### src/rtl/pdp11_bus_ctl.sv
// rtl/pdp11_bus_ctl.sv - PDP-11 CPU to behavioural RAM bus controller
//
// Accepts one CPU request at a time (req_valid/req_ready), drives the RAM
// port, and returns read data or a bus-error code on a held response
// (rsp_valid/rsp_ready). Odd-address word accesses and accesses at or above
// MEM_BYTES (NXM) produce an error response instead of a RAM access.
//
// Ports:
//   clk, reset                 clock (rising edge), synchronous active-high reset
//   req_valid/req_ready        request handshake
//   req_addr/req_write/req_byte/req_wdata   request fields
//   rsp_valid/rsp_ready        response handshake, response held until accepted
//   rsp_rdata/rsp_err          read data (byte reads zero-extended), 00 ok/01 odd/10 NXM
//   mem_addr/mem_we/mem_byte/mem_w   RAM drive
//   mem_d                      RAM read data, combinational from mem_addr
module pdp11_bus_ctl #(
  parameter int MEM_BYTES   = 2048,
  parameter int WAIT_STATES = 1,
  parameter int TIMEOUT     = 8
) (
  input  logic        clk,
  input  logic        reset,
  input  logic        req_valid,
  output logic        req_ready,
  input  logic [15:0] req_addr,
  input  logic        req_write,
  input  logic        req_byte,
  input  logic [15:0] req_wdata,
  output logic        rsp_valid,
  input  logic        rsp_ready,
  output logic [15:0] rsp_rdata,
  output logic [1:0]  rsp_err,
  output logic [15:0] mem_addr,
  output logic        mem_we,
  output logic        mem_byte,
  output logic [15:0] mem_w,
  input  logic [15:0] mem_d
);

  localparam logic [31:0] MEM_LIMIT = 32'(MEM_BYTES);
  localparam logic [1:0]  ERR_OK    = 2'b00;
  localparam logic [1:0]  ERR_ODD   = 2'b01;
  localparam logic [1:0]  ERR_NXM   = 2'b10;

  typedef enum logic [2:0] {S_IDLE, S_ACCESS, S_WAIT, S_NXM, S_RESP} state_t;

  state_t      state, state_n;
  logic [15:0] lat_addr;
  logic [15:0] lat_wdata;
  logic        lat_write;
  logic        lat_byte;
  logic [7:0]  cnt, cnt_n;
  logic [15:0] rdata_n;
  logic [1:0]  err_n;
  logic [15:0] rd_fmt;
  logic        accept;
  logic        is_odd;
  logic        is_nxm;
  logic        mem_active;

  assign accept = req_valid && req_ready;
  assign is_odd = !req_byte && req_addr[0];
  assign is_nxm = {16'h0000, req_addr} >= MEM_LIMIT;
  // The RAM right-aligns odd bytes, so a byte read only needs zero-extension.
  assign rd_fmt = lat_byte ? {8'h00, mem_d[7:0]} : mem_d;

  always_comb begin
    state_n    = state;
    cnt_n      = cnt;
    rdata_n    = rsp_rdata;
    err_n      = rsp_err;
    req_ready  = (state == S_IDLE) && !reset;
    rsp_valid  = (state == S_RESP);
    // Gating with reset keeps a write whose ACCESS cycle meets reset off the RAM.
    mem_active = ((state == S_ACCESS) || (state == S_WAIT)) && !reset;
    mem_addr   = mem_active ? lat_addr : 16'h0000;
    mem_byte   = mem_active && lat_byte;
    mem_w      = mem_active ? lat_wdata : 16'h0000;
    mem_we     = mem_active && (state == S_ACCESS) && lat_write;

    case (state)
      S_IDLE: begin
        if (accept) begin
          if (is_odd) begin
            state_n = S_RESP;
            err_n   = ERR_ODD;
            rdata_n = 16'h0000;
          end else if (is_nxm) begin
            state_n = S_NXM;
            cnt_n   = 8'(TIMEOUT);
          end else begin
            state_n = S_ACCESS;
          end
        end
      end
      S_ACCESS: begin
        if (lat_write) begin
          state_n = S_RESP;
          err_n   = ERR_OK;
          rdata_n = 16'h0000;
        end else if (WAIT_STATES == 0) begin
          state_n = S_RESP;
          err_n   = ERR_OK;
          rdata_n = rd_fmt;
        end else begin
          state_n = S_WAIT;
          cnt_n   = 8'(WAIT_STATES - 1);
        end
      end
      S_WAIT: begin
        // cnt counts the remaining wait cycles after this one; sample in the last.
        if (cnt == 8'd0) begin
          state_n = S_RESP;
          err_n   = ERR_OK;
          rdata_n = rd_fmt;
        end else begin
          cnt_n = cnt - 8'd1;
        end
      end
      S_NXM: begin
        // Loaded with TIMEOUT on entry, so this state lasts exactly TIMEOUT cycles.
        if (cnt <= 8'd1) begin
          state_n = S_RESP;
          err_n   = ERR_NXM;
          rdata_n = 16'h0000;
          cnt_n   = 8'd0;
        end else begin
          cnt_n = cnt - 8'd1;
        end
      end
      S_RESP: begin
        if (rsp_ready) begin
          state_n = S_IDLE;
          err_n   = ERR_OK;
          rdata_n = 16'h0000;
        end
      end
      default: state_n = S_IDLE;
    endcase
  end

  always_ff @(posedge clk) begin
    if (reset) begin
      state     <= S_IDLE;
      cnt       <= 8'd0;
      rsp_rdata <= 16'h0000;
      rsp_err   <= ERR_OK;
      lat_addr  <= 16'h0000;
      lat_wdata <= 16'h0000;
      lat_write <= 1'b0;
      lat_byte  <= 1'b0;
    end else begin
      state     <= state_n;
      cnt       <= cnt_n;
      rsp_rdata <= rdata_n;
      rsp_err   <= err_n;
      if (accept) begin
        lat_addr  <= req_addr;
        lat_write <= req_write;
        lat_byte  <= req_byte;
        lat_wdata <= req_byte ? {8'h00, req_wdata[7:0]} : req_wdata;
      end
    end
  end

endmodule

### config.mk
export PLATFORM = sky130hd
export DESIGN_NAME = pdp11_bus_ctl
export DESIGN_NICKNAME = d
export VERILOG_FILES = /design/src/rtl/pdp11_bus_ctl.sv
export SDC_FILE = /design/constraint.sdc
export NUM_CORES = 1
export LEC_CHECK = 0
export BUFFER_PORTS_ARGS = -buffer_cell sky130_fd_sc_hd__buf_2
export CAP_MARGIN = 20
export CORE_ASPECT_RATIO = 0.6
export CORE_MARGIN = 5
export CORE_UTILIZATION = 45
export CTS_BUF_LIST = sky130_fd_sc_hd__clkbuf_2 sky130_fd_sc_hd__clkbuf_4 sky130_fd_sc_hd__clkbuf_8
export DETAILED_ROUTE_END_ITERATION = 8
export PLACE_DENSITY_LB_ADDON = 0.2
export SLEW_MARGIN = 30
export SYNTH_ARGS = -nofsm -noshare
export SYNTH_HDL_FRONTEND = slang
export SYNTH_SLANG_ARGS = --single-unit
### constraint.sdc
create_clock -name clk -period 5.8 [get_ports clk]
set_input_delay 0 -clock clk [delete_from_list [all_inputs] [get_ports clk]]
set_output_delay 0 -clock clk [all_outputs]
set_load 0.05 [all_outputs]
==> flow_summary.yaml <==
status:
  status: "completed"
cts:
  clockBufferDepth: 2
  cts_buffers: 9
  root_buffer: "clkbuf_8"
  path_clk_slew_ns: 0.08
  cts_max_level: 3
  clkLatencyLatePin_ns: 0.35
  postCtsSetupBuffers: 0
  cts_tree: "built"
  cts_sinks: 63
final_layout:
  nets: 570
  syn_to_final_growth_pct: 40.4
  fillers: 575
  drive_above_1_share: 0.274
  design_area_mm2: 0.00422
  multi_input_area_mm2: 0.00160
  antenna_cells: 0
  register_area_mm2: 0.00126
route:
  firstDrtPassIters: 4
  vias: 3000
  via_per_inst: 4.95
  routedWlPerCell_um: 13.3
  drc: 0
  drt_first_iter_violations: 170
  drt-total-wl_um: 8080
  detail-route-antenna-nets: 0
timing:
  final.setup.tns_ns: 0
  slew_headroom: 0.378
  finalMaxSlewViolations: 0
  rsz0062_at_grt: "false"
  finalSetupViolations: 0
  clock.fmax_mhz: 397
  finClkSkew_ns: 0.0122
  hold_viol: 0
  period_share: 0.434
  timing.final.crit_period_ns: 2.52
  tightest_slew_ns: 0.932
  holdWs_ns: 0.0521
  timing.final.ws_setup_ns: 3.28
critical_path:
  r2r_end: "lat_wdata[9]"
  path_class: "reg2out"
  timing.rr.start: "state[0]"
  crit_required_ns: 5.80
  critPathArrivalTime_ns: 2.52
  critPathLaunchType: "flop"
  r2r_cells: 4
  end_kind: "primary output"
  r2r_setup_slack_ns: 3.52
  cp_max_fo: 25
power:
  p_leak_uw: 0.00179
  ir_drop_uv: 219
  cellPowerDensity_mw_per_mm2: 391
floorplanning:
  initial_core_util: 0.456
  die_area_mm2: 0.00846
  io_pins: 108
  rows: 23
  fp.coreArea_mm2: 0.00659
  dieHeight_um: 73.3
  die_x_um: 115
yosys:
  synthAdderAreaFrac: 0.00833
  synth_top_area_share: 0.420
  synthSimpleGateAreaFrac: 0.342
  synth_seq_area_share: 0.420
  synth.cell_area_mm2: 0.00300
  synth-xor-area-share: 0.00583
  synth_seq_cells: 63
  synthMuxAreaShare: 0
  synth.distinct_cells: 39
  synth_compound_area_frac: 0.176
  syn_area_per_cell_um2: 8.12
  async_reset_ff_frac: 0
  synth_area_leaders: "dfxtp_1 42%, nand2b_1 9.6%, o21ai_0 6.8%"
  synthFlopType: "dfxtp_1"
  synth_top_family_by_area: "simple AND/OR/NAND/NOR gates"
  netlist_instances: 370
  yosys_warnings: 0
  synth_edf_count: 0
  synth_area_leader_cell: "dfxtp_1"
  synth.net_count: 426
place:
  dpl_cell_area_mm2: 0.00353
  routabilityCongestion: 0.840
  port_buffers: 107
  dp_hpwl_um: 5200
  pre_cts_ws_ns: 3.37
min_path:
  hold_end: "state[2]"
  hp-class: "in2reg"
  worstHoldStart: "rsp_ready"
  min_delay_path_depth: 4
global_route:
  grt_pass1_wl_um: 13000
  antenna_found_initial: 0
  grt.total_usage: 0.192
  grt_max_degree: 71
  grt_pass1_vias: 2781
  globalRoute.totalOverflow: 0
flow_run:
  max-cap-violations: 0
cells in the mapped netlist, types with 4 or more instances:
library cell	number
dfxtp_1	63
nand2b_1	46
nand2_1	42
o21ai_0	41
nor2_1	36
a21oi_1	22
nand3_1	18
clkbuf_1	15
and2_1	12
nand3b_1	9
buf_2	7
o21ai_2	7
a211oi_1	4
nor2b_1	4
nor3_1	4
cells in the final DEF, fill, tap and decap left out, types with 4 or more instances in the layout:
master	synthesis	final
a211oi_1	4	4
o21ai_0	41	41
nor3_1	4	4
o21ai_2	7	7
nand3b_1	9	9
nand2_1	42	42
nand3_1	18	18
clkbuf_8	0	10
nand2b_1	46	45
dlygate4sd3_1	0	50
buf_2	7	107
a21oi_1	22	22
nor2b_1	4	4
dfxtp_1	63	63
nor2_1	36	36
and2_1	12	11
power breakdown:
group	total [µW]	internal [µW]	switching (µW)
Clock	352	169	183
Combinational	707	231	476
Sequential	590	515	75.2
Total	1650	914	734
final cells by class:
type                       instances  share of cell area
clock inverter                     6              0.0104
sequential                        63               0.299
multi-input combinational        278               0.380
timing repair buffer             159               0.249
clock buffer                      10              0.0326
inverter                           3             0.00267
tap                               87              0.0258
sequential cells by signal, summed over array words and instances, names as in the netlist:
register and count:
lat_addr 16, lat_wdata 16, rsp_rdata 16, cnt 8, state 3, rsp_err 2, lat_byte 1, lat_write 1
through the flow:
step	utilization	std cells	total power, µW
2_1_floorplan	-	370	1160
3_3_place_gp	0.536	540	1260
3_5_place_dp	0.536	540	1270
4_1_cts	0.639	606	1650
5_1_grt	0.640	606	1760
6_report	0.640	606	1650
worst max-delay path, stage by stage (launching register included):
cell and delay [ns]:
dfxtp_1 0.76, xor2_1 0.23, nand2b_2 0.33, nor2_1 0.41
and2_1 0.18, buf_2 0.26
what timing repair did:
item | in CTS | in global routing
resized for setup | 0 | 0
hold endpoints to repair | 50 | 0
hold buffers | 50 | 0
metal layers:
layer / GRT usage / up-vias / wire length (µm)
met4: 0.0534 / 0 / 125
met3: 0.0576 / 15 / 528
met1: 0.248 / 1362 / 3820
li1: - / 1546 / -
met2: 0.313 / 77 / 3600
met5: 0 / - / 0
cell families (layout without fill, tap and decap cells):
kind of cell | count (synthesis) | count (layout)
and+or+nand+nor | 189 | 189
AOI/OAI and AO/OA | 85 | 85
DFF | 63 | 63
buffers and inverters | 29 | 178
adders and majority gates | 2 | 2
xor gates and xnor gates | 2 | 2
worst max-delay path by stage:
stage / start / depth (start not counted) / endpoint
6_report: state[0] / 5 / mem_w[13]
5_1_grt: state[0] / 5 / mem_w[9]
4_1_cts: state[0] / 5 / mem_w[15]
3_5_place_dp: state[0] / 5 / mem_w[15]
3_3_place_gp: state[0] / 5 / mem_byte
2_1_floorplan: state[2] / 7 / lat_wdata[0]
(Power assumes the default switching activity.)
